## src/rtl/i2s_dac_tx.sv

```systemverilog
// rtl/i2s_dac_tx.sv - I2S bus-master transmitter for the WM8731 DAC
// One-frame holding register in front of a left/right frame register shifted out MSB first.
module i2s_dac_tx #(
  parameter int WIDTH_DATA = 16,
  parameter int SLOT_BITS  = 32,
  parameter int HALF_DIV   = 8
) (
  input  logic                  clk_i,
  input  logic                  rst_i,
  input  logic                  enable_i,
  input  logic                  valid_i,
  output logic                  ready_o,
  input  logic [WIDTH_DATA-1:0] sample_l_i,
  input  logic [WIDTH_DATA-1:0] sample_r_i,
  output logic                  bclk_o,
  output logic                  daclrck_o,
  output logic                  dacdat_o,
  output logic                  underrun_o
);

  localparam int DIV_W = (HALF_DIV > 1) ? $clog2(HALF_DIV) : 1;
  localparam int P_W   = $clog2(SLOT_BITS);

  localparam logic [DIV_W-1:0] DIV_LAST   = DIV_W'(HALF_DIV - 1);
  localparam logic [P_W-1:0]   P_LAST     = P_W'(SLOT_BITS - 1);
  localparam logic [P_W:0]     P_DATA_END = (P_W+1)'(WIDTH_DATA);

  localparam logic [1:0] ST_IDLE  = 2'd0;
  localparam logic [1:0] ST_LEFT  = 2'd1;
  localparam logic [1:0] ST_RIGHT = 2'd2;

  logic [1:0]            state;
  logic [DIV_W-1:0]      div_cnt;
  logic [P_W-1:0]        p_cnt;
  logic                  first_fall;
  logic                  hold_full;
  logic [WIDTH_DATA-1:0] hold_l;
  logic [WIDTH_DATA-1:0] hold_r;
  logic [WIDTH_DATA-1:0] frame_l;
  logic [WIDTH_DATA-1:0] frame_r;

  logic                  accept;
  logic                  fall;
  logic                  left_start;
  logic                  slot_end;
  logic                  dat_next;
  logic [P_W-1:0]        p_inc;
  logic [WIDTH_DATA-1:0] slot_word;
  logic [WIDTH_DATA-1:0] word_sh;

  assign ready_o = ~hold_full;
  assign accept  = valid_i & ~hold_full;
  assign fall    = (state != ST_IDLE) && (div_cnt == DIV_LAST) && bclk_o;

  // The first fall after leaving IDLE is forced to behave as a left-start.
  assign left_start = fall && (first_fall || ((state == ST_RIGHT) && (p_cnt == P_LAST)));
  assign slot_end   = fall && !left_start && (p_cnt == P_LAST);
  assign p_inc      = p_cnt + 1'b1;

  // Bit for position p is word[WIDTH_DATA-p]; shifting by p-1 brings it to the MSB.
  always_comb begin
    slot_word = (state == ST_RIGHT) ? frame_r : frame_l;
    word_sh   = slot_word << p_cnt;
    dat_next  = ({1'b0, p_inc} <= P_DATA_END) && word_sh[WIDTH_DATA-1];
  end

  always_ff @(posedge clk_i or posedge rst_i) begin
    if (rst_i) begin
      state      <= ST_IDLE;
      div_cnt    <= '0;
      p_cnt      <= '0;
      first_fall <= 1'b0;
      bclk_o     <= 1'b0;
      daclrck_o  <= 1'b1;
      dacdat_o   <= 1'b0;
      underrun_o <= 1'b0;
      hold_full  <= 1'b0;
      hold_l     <= '0;
      hold_r     <= '0;
      frame_l    <= '0;
      frame_r    <= '0;
    end else begin
      underrun_o <= 1'b0;

      if (accept) begin
        hold_full <= 1'b1;
        hold_l    <= sample_l_i;
        hold_r    <= sample_r_i;
      end else if (left_start && enable_i && hold_full) begin
        hold_full <= 1'b0;
      end

      if (state == ST_IDLE) begin
        if (enable_i) begin
          // The enable cycle itself counts as divider phase 0.
          state      <= ST_LEFT;
          div_cnt    <= DIV_W'(1);
          p_cnt      <= '0;
          first_fall <= 1'b1;
        end
      end else begin
        if (div_cnt == DIV_LAST) begin
          div_cnt <= '0;
          bclk_o  <= ~bclk_o;
        end else begin
          div_cnt <= div_cnt + 1'b1;
        end

        if (left_start) begin
          first_fall <= 1'b0;
          p_cnt      <= '0;
          dacdat_o   <= 1'b0;
          if (!enable_i) begin
            state     <= ST_IDLE;
            daclrck_o <= 1'b1;
          end else begin
            state     <= ST_LEFT;
            daclrck_o <= 1'b0;
            if (hold_full) begin
              frame_l <= hold_l;
              frame_r <= hold_r;
            end else begin
              frame_l    <= '0;
              frame_r    <= '0;
              underrun_o <= 1'b1;
            end
          end
        end else if (slot_end) begin
          state     <= ST_RIGHT;
          daclrck_o <= 1'b1;
          p_cnt     <= '0;
          dacdat_o  <= 1'b0;
        end else if (fall) begin
          p_cnt    <= p_inc;
          dacdat_o <= dat_next;
        end
      end
    end
  end

endmodule
```

## config.mk

```make
export PLATFORM = sky130hd
export DESIGN_NAME = i2s_dac_tx
export DESIGN_NICKNAME = d
export VERILOG_FILES = /design/src/rtl/i2s_dac_tx.sv
export SDC_FILE = /design/constraint.sdc
export NUM_CORES = 1
export LEC_CHECK = 0
export ABC_AREA = 1
export CORE_AREA = 2 2 84 86
export CTS_CLUSTER_DIAMETER = 200
export DETAILED_ROUTE_END_ITERATION = 6
export DIE_AREA = 0 0 86 88
export HOLD_SLACK_MARGIN = 0.1
export MAX_ROUTING_LAYER = met4
export PLACE_DENSITY = 0.77
export SETUP_SLACK_MARGIN = 0.05
export SYNTH_ARGS = -nofsm -noshare
export SYNTH_HDL_FRONTEND = slang
export SYNTH_SLANG_ARGS = --single-unit
```

## constraint.sdc

```tcl
create_clock -name clk_i -period 3.2 [get_ports clk_i]
set_input_delay 0.32 -clock clk_i [delete_from_list [all_inputs] [get_ports clk_i]]
set_output_delay 0.32 -clock clk_i [all_outputs]
set_load 0.02 [all_outputs]
```

# Word-level counts from Yosys, hierarchy flattened
# Index checks and enable logic that the tools add are counted.
[totals]
input_bits = 36
elab_cells = 82
reg_bits = 80
output_inout_bits = 5
[op_classes]
n_eq_ne = 4
add_sub_neg = 2
n_reduce_logical = 26
bitwise_logic = 4
n_mux = 31
n_lt_le_gt_ge = 1
n_shift = 1
[ops]
columns = ["cell", "count"]
rows = [
  ["16-bit 2-to-1 mux", 3],
  ["5-bit 2-to-1 mux", 5],
  ["1-bit 2-to-1 mux", 16],
  ["16-bit by 5-bit << shifter with 16-bit output", 1],
  ["2-bit AND reduction", 6],
  ["1-bit logical AND", 9],
  ["3-bit 2-to-1 mux", 3],
  ["2-bit 2-to-1 mux", 4],
  ["2-bit nonzero test", 4],
  ["3-bit nonzero test", 2],
  ["5-bit by 1-bit adder with 5-bit output (second input constant)", 1],
  ["5-bit equality test (second input constant)", 1],
  ["5-bit <= comparator (second input constant)", 1],
  ["4-bit nonzero test", 1],
  ["3-bit by 1-bit adder with 3-bit output (second input constant)", 1],
  ["3-bit equality test (second input constant)", 1],
  ["1-bit NOT", 3],
  ["3-bit AND reduction", 1],
  ["2-bit equality test (second input constant)", 1],
  ["2-bit logical NOT", 1],
  ["2-bit inequality test (second input constant)", 1],
  ["1-bit AND", 1],
  ["1-bit logical NOT", 1],
  ["1-bit logical OR", 1],
]

# Logic depth before layout (Yosys ltp)
[logic_depth]
depth_word = 10
ltp_mapped = 13
ltp_nobuf = 12

# Least setup slack after synthesis
# Ideal clock, no wire load.
[synth_path]
path_type = "register to register"
from = "register p_cnt[1]"
to = "register frame_l[0]"
setup_time_ns = 0.118
period_less_slack_ns = 1.760
t_required_ns = 3.082
path_stages_with_launch = 13
path_slack_ns = 1.440
t_arrival_ns = 1.642
n_path_buf = 1
path_cell_list = "dfrtp_1 -> ha_1 -> nand2_1 -> nor2_1 -> ha_1 -> inv_1 -> a21oi_4 -> o21ai_2 -> nor2_4 -> inv_2 -> buf_6 -> nand2_1 -> nand2_1"
[synth_between]
elab_chain_cells = 5
[synth_lines]
columns = ["element", "line", "rtl"]
rows = [
  ["start: declaration", "34", "logic [P_W-1:0] p_cnt;"],
  ["start signal: assignment", "134", "p_cnt <= p_inc;"],
  ["5-bit equality test", "56", "assign left_start = fall && (first_fall || ((state == ST_RIGHT) && (p_cnt == P_LAST)));"],
  ["1-bit logical AND", "56", ""],
  ["1-bit logical OR", "56", ""],
  ["1-bit logical AND", "56", ""],
  ["3-bit AND reduction (no source line)", "n/a", ""],
  ["end signal: assignment", "120", "frame_l <= hold_l;"],
  ["end: declaration", "39", "logic [WIDTH_DATA-1:0] frame_l;"],
]
# No other way between the ends.
# A chain may end at the register's enable or synchronous reset.

# Worst setup path after layout
[layout_path]
from = "register state[0]"
to = "register state[0]"
[layout_between]
elab_chain_cells = 9
word_cells_on_any_way = 16
cone_classes = "eq/ne (2); mux (2); reduce/logical (12)"
[layout_lines]
columns = ["element", "line", "rtl"]
rows = [
  ["start: declaration", "32", "logic [1:0] state;"],
  ["start signal: assignment", "69", "state <= ST_IDLE;"],
  ["start signal: assignment", "96", "state <= ST_LEFT;"],
  ["start signal: assignment", "114", "state <= ST_IDLE;"],
  ["2-bit equality test / 2-bit nonzero test (equally long branches)", "56, 53", ""],
  ["1-bit logical AND, on equally long branches", "56, 53", ""],
  ["1-bit logical OR / 1-bit logical AND (equally long branches)", "56, 53", ""],
  ["1-bit logical AND", "56", ""],
  ["1-bit logical NOT", "57", "assign slot_end = fall && !left_start && (p_cnt == P_LAST);"],
  ["1-bit logical AND (2 in a row)", "57", ""],
  ["3-bit nonzero test (no source line)", "n/a", ""],
  ["2-bit AND reduction (no source line)", "n/a", ""],
]
# Several ways; a longest one is shown, not always the timed one.

==> out/results.txt <==
The flow ran to the end, and the final reports show no timing, DRC or antenna violations. From left edge to right edge, the die measures 86 um. For the met3 usage, the log shows 3.770%.

For the pin with the worst max-slew slack, the measured transition is 0.5289 ns. Setup repair after global routing left no endpoint under its margin. The sequential fraction of the synthesis area came out at 56.02%. Global routing consumed, over all layers together, 21.00% of the routing resources.

Among cell families on the critical path, the largest total delay comes from buffers and inverters. Entering global routing, the biggest net connects 81 pins. After synthesis the cells add up to 3576 um^2. The shortest period the worst path allows is 2.307 ns, and the clock sink count is 80. The remaining antenna violation count after routing is 0.

The setup fix buffers added after clock tree synthesis was 0. The insertion delay to the later sink of the worst-skew pair is 0.35 ns, and the register area is 2003 um^2. Including well taps, the total number of placed cells is 477.

The largest single stage delay on the critical path is 0.46 ns. The run gives 493 as the final cell count without fillers. The via count of the first global-routing pass is 2567, and the floorplan die height is 88 um. TritonCTS built the clock tree. The run gives 28.23% as the met1 global-route usage.

The min-delay analysis places its worst path in the category input port to asynchronous set/reset pin. The worst setup path is captured at a register. The total leakage power came out at 2.035 nW.

The residual DRC count was 0. The maximum clock frequency is 433.5 MHz, and the number of buffers added on ports is 40. The run gives 496.5 uV as the worst voltage drop across the vdd grid. The most crowded layer after global routing is met2. Counting distinct cell types in the post-synthesis netlist gives 23. The total overflow left after global routing is 0. At the worst endpoint, the required time is 3.38 ns.

After detailed routing, the average wire length per cell comes to 13.95 um. For the global-route wire length before repair, the log shows 11900 um. For the initial antenna violation count, the log shows 0. The number of buffers and inverters on the critical path is 3. In this run the worst path has a maximum fanout of 35.

The number of flip-flops and latches in the synthesized netlist was 80; the met2 track utilization from global routing was 32.21%. The initialized floorplan defines 30 standard-cell rows. Once layout is done, the placed cells without fillers occupy 4199 um^2. The post-detailed-route via-to-cell ratio was 5.247; the clock buffer count from CTS was 9. The region available for standard cell placement spans 6644 um^2. The number of nets handed over by synthesis was 411. The die covers 7568 um^2. In this run the deepest clock path goes through 2 buffers. In this run the tightest slew margin relative to its limit is 64.69%. The total of cells resized after clock tree synthesis was 0.

41 I/O pins were placed. Traced cell by cell, the critical path runs through inv_1 > nand2_1 > inv_1 > o21ai_2 > nor2_4 > inv_2 > o211ai_1. The number of detailed-route iterations in the first pass is 4, and the sum of negative setup slack is 0 ns. On the final layout, the worst clock skew is 0.01177 ns. Element type at the critical path start: a register. In the final layout, the share of cells above drive strength 1 is 15.01%.

The logs give 0.8714 for the placer's final routability congestion estimate and 3 for the number of H-tree branching levels. Max-capacitance violation count: 0. The number of antenna diodes in the final layout is 0. The logs give 53.82% for the effective utilization at floorplan and 371 for the number of instances in the synthesized netlist.

After clock tree synthesis, the clock-pin slew on the worst setup and hold paths is 0.08 ns. Dividing the synthesized area by the synthesized cell count gives 9.639 um^2. The tools report the arrival time at the worst endpoint as 2.49 ns.

Summing all multi-input logic gate instances after layout gives 1371 um^2. The Yosys step of the flow raised 0 warnings. The areal power density over the cells was 839.9 nW/um^2. The cell seen most often among critical-path stages is sky130_fd_sc_hd__inv_1. The final-stage net count came out at 448. The fill cell total of the finished layout is 548, and the aggregate routed wire length is 6875 um.

The final critical path takes up 72.10% of the cycle. CTS placed an instance of sky130_fd_sc_hd__clkbuf_8 at the clock tree root. After clock tree synthesis, the flow added hold-fix buffers numbering 0. Relative to the synthesized area, the layout overhead comes to 17.42%.

Among all stages on the critical path, the largest delay is contributed by sky130_fd_sc_hd__nand2_1. Detailed placement ended at an HPWL of 4760 um. After detailed placement, the total cell area comes to 4011 um^2. The total of endpoints with negative setup slack in the final report is 0, and the max-slew violation total from the final report is 0. For the number of failing hold endpoints at the final stage, the log shows 0. The critical path in this run is classified as register to register. The tools report the iteration-0 DRC count of the detailed router as 160.

The tools report the worst hold margin as 0.3482 ns. Across all layers, the routed design uses 2587 vias.
==> per-stage QoR <==
step | power [mW] | setup WS [ns] | utilization [%]
2_1_floorplan | 2.528 | 0.8299 | -
3_3_place_gp | 2.812 | 1.060 | 60.38
3_5_place_dp | 2.862 | 0.9145 | 60.38
4_1_cts | 3.550 | 0.8949 | 63.20
5_1_grt | 3.801 | 0.6553 | 63.20
6_report | 3.527 | 0.8929 | 63.20
==> sequential cells by signal, summed over array words and instances, names as in the netlist <==
signal	flops
hold_l	16
daclrck_o	1
hold_full	1
bclk_o	1
first_fall	1
dacdat_o	1
hold_r	16
div_cnt	3
p_cnt	5
frame_l	16
frame_r	16
underrun_o	1
state	2
==> placed cells by master, fill, tap and decap left out, types with 2 or more instances in the layout <==
cell                              Yosys  final
sky130_fd_sc_hd__nand2_1            114    114
sky130_fd_sc_hd__dfrtp_1             79     79
sky130_fd_sc_hd__nand3_1             69     69
sky130_fd_sc_hd__clkdlybuf4s50_1      0     40
sky130_fd_sc_hd__mux2_2              32     32
sky130_fd_sc_hd__inv_1               22     21
sky130_fd_sc_hd__o21ai_0             11     11
sky130_fd_sc_hd__clkbuf_8             0     10
sky130_fd_sc_hd__nor2_1               8      8
sky130_fd_sc_hd__ha_1                 4      4
sky130_fd_sc_hd__buf_4                4      4
sky130_fd_sc_hd__nor2_4               3      3
sky130_fd_sc_hd__inv_2                1      2
sky130_fd_sc_hd__clkinvlp_4           0      2
sky130_fd_sc_hd__clkinv_4             0      2
sky130_fd_sc_hd__inv_6                0      2
==> metal layers <==
layer | up-vias | part of all wire (%)
met5 | - | 0
met4 | 0 | 1.7
met3 | 9 | 3.4
met2 | 52 | 47
met1 | 1242 | 48
li1 | 1284 | -
==> logic make-up after synthesis <==
family | after synthesis | share of synthesized area [%]
flops | 80 | 56.02
simple gates | 195 | 23.58
fa+ha+maj | 4 | 1.400
buf+inv | 42 | 5.633
xor+xnor | 1 | 0.2450
compound gates | 17 | 3.045
mux | 32 | 10.08
==> power breakdown <==
part           leakage, nW  switching (mW)  internal, mW
sequential           0.992           0.274          1.46
clock               0.0895           0.373         0.311
combinational        0.953           0.592         0.519
==> worst paths after layout <==
| check | from | to | slack [ns] | depth (start not counted) |
|---|---|---|---|---|
| setup / recovery | state[0] | state[0] | 0.89 | 7 |
| hold / removal | rst_i | div_cnt[0] | 0.35 | 3 |
| setup reg to reg | state[0] | state[0] | 0.89 | 7 |
| hold reg to reg | frame_r[2] | frame_r[2] | 0.49 | 2 |
| max in group asynchronous | rst_i | hold_l[7] | 2.49 | 3 |
| min in group clk_i | frame_r[2] | frame_r[2] | 0.49 | 2 |
==> worst reg2reg max path, delay by kind of cell (launching register included) <==
family	cells	cell delay, ns
DFF	1	0.41
AOI/OAI and AO/OA	2	0.42
and+or+nand+nor	2	0.51
buffers and inverters	3	0.81
==> cells in the mapped netlist <==
library cell | number | area (um^2)
sky130_fd_sc_hd__nand2_1 | 114 | 427.9
sky130_fd_sc_hd__dfrtp_1 | 79 | 1977
sky130_fd_sc_hd__nand3_1 | 69 | 345.3
sky130_fd_sc_hd__mux2_2 | 32 | 360.4
sky130_fd_sc_hd__inv_1 | 22 | 82.58
sky130_fd_sc_hd__o21ai_0 | 11 | 55.05
sky130_fd_sc_hd__nor2_1 | 8 | 30.03
sky130_fd_sc_hd__clkbuf_1 | 7 | 26.28
sky130_fd_sc_hd__buf_2 | 5 | 25.02
sky130_fd_sc_hd__buf_4 | 4 | 30.03
sky130_fd_sc_hd__ha_1 | 4 | 50.05
sky130_fd_sc_hd__buf_6 | 3 | 33.78
sky130_fd_sc_hd__nor2_4 | 3 | 33.78
sky130_fd_sc_hd__a21oi_4 | 1 | 16.27
sky130_fd_sc_hd__dfstp_2 | 1 | 26.28
sky130_fd_sc_hd__inv_2 | 1 | 3.750
sky130_fd_sc_hd__nand2_2 | 1 | 6.260
sky130_fd_sc_hd__o211ai_1 | 1 | 7.510
sky130_fd_sc_hd__o21a_1 | 1 | 7.510
sky130_fd_sc_hd__o21ai_2 | 1 | 8.760
sky130_fd_sc_hd__o22ai_1 | 1 | 6.260
sky130_fd_sc_hd__o31ai_1 | 1 | 7.510
sky130_fd_sc_hd__xor2_1 | 1 | 8.760
==> area by class of cell <==
type	count	area share (%)
Clock inverter	6	1.192
Inverter	23	2.056
Clock buffer	10	3.278
Tap cell	80	2.384
Timing Repair Buffer	45	10.73
Sequential cell	80	47.71
Multi-Input combinational cell	249	32.66
(Power assumes the default switching activity.)
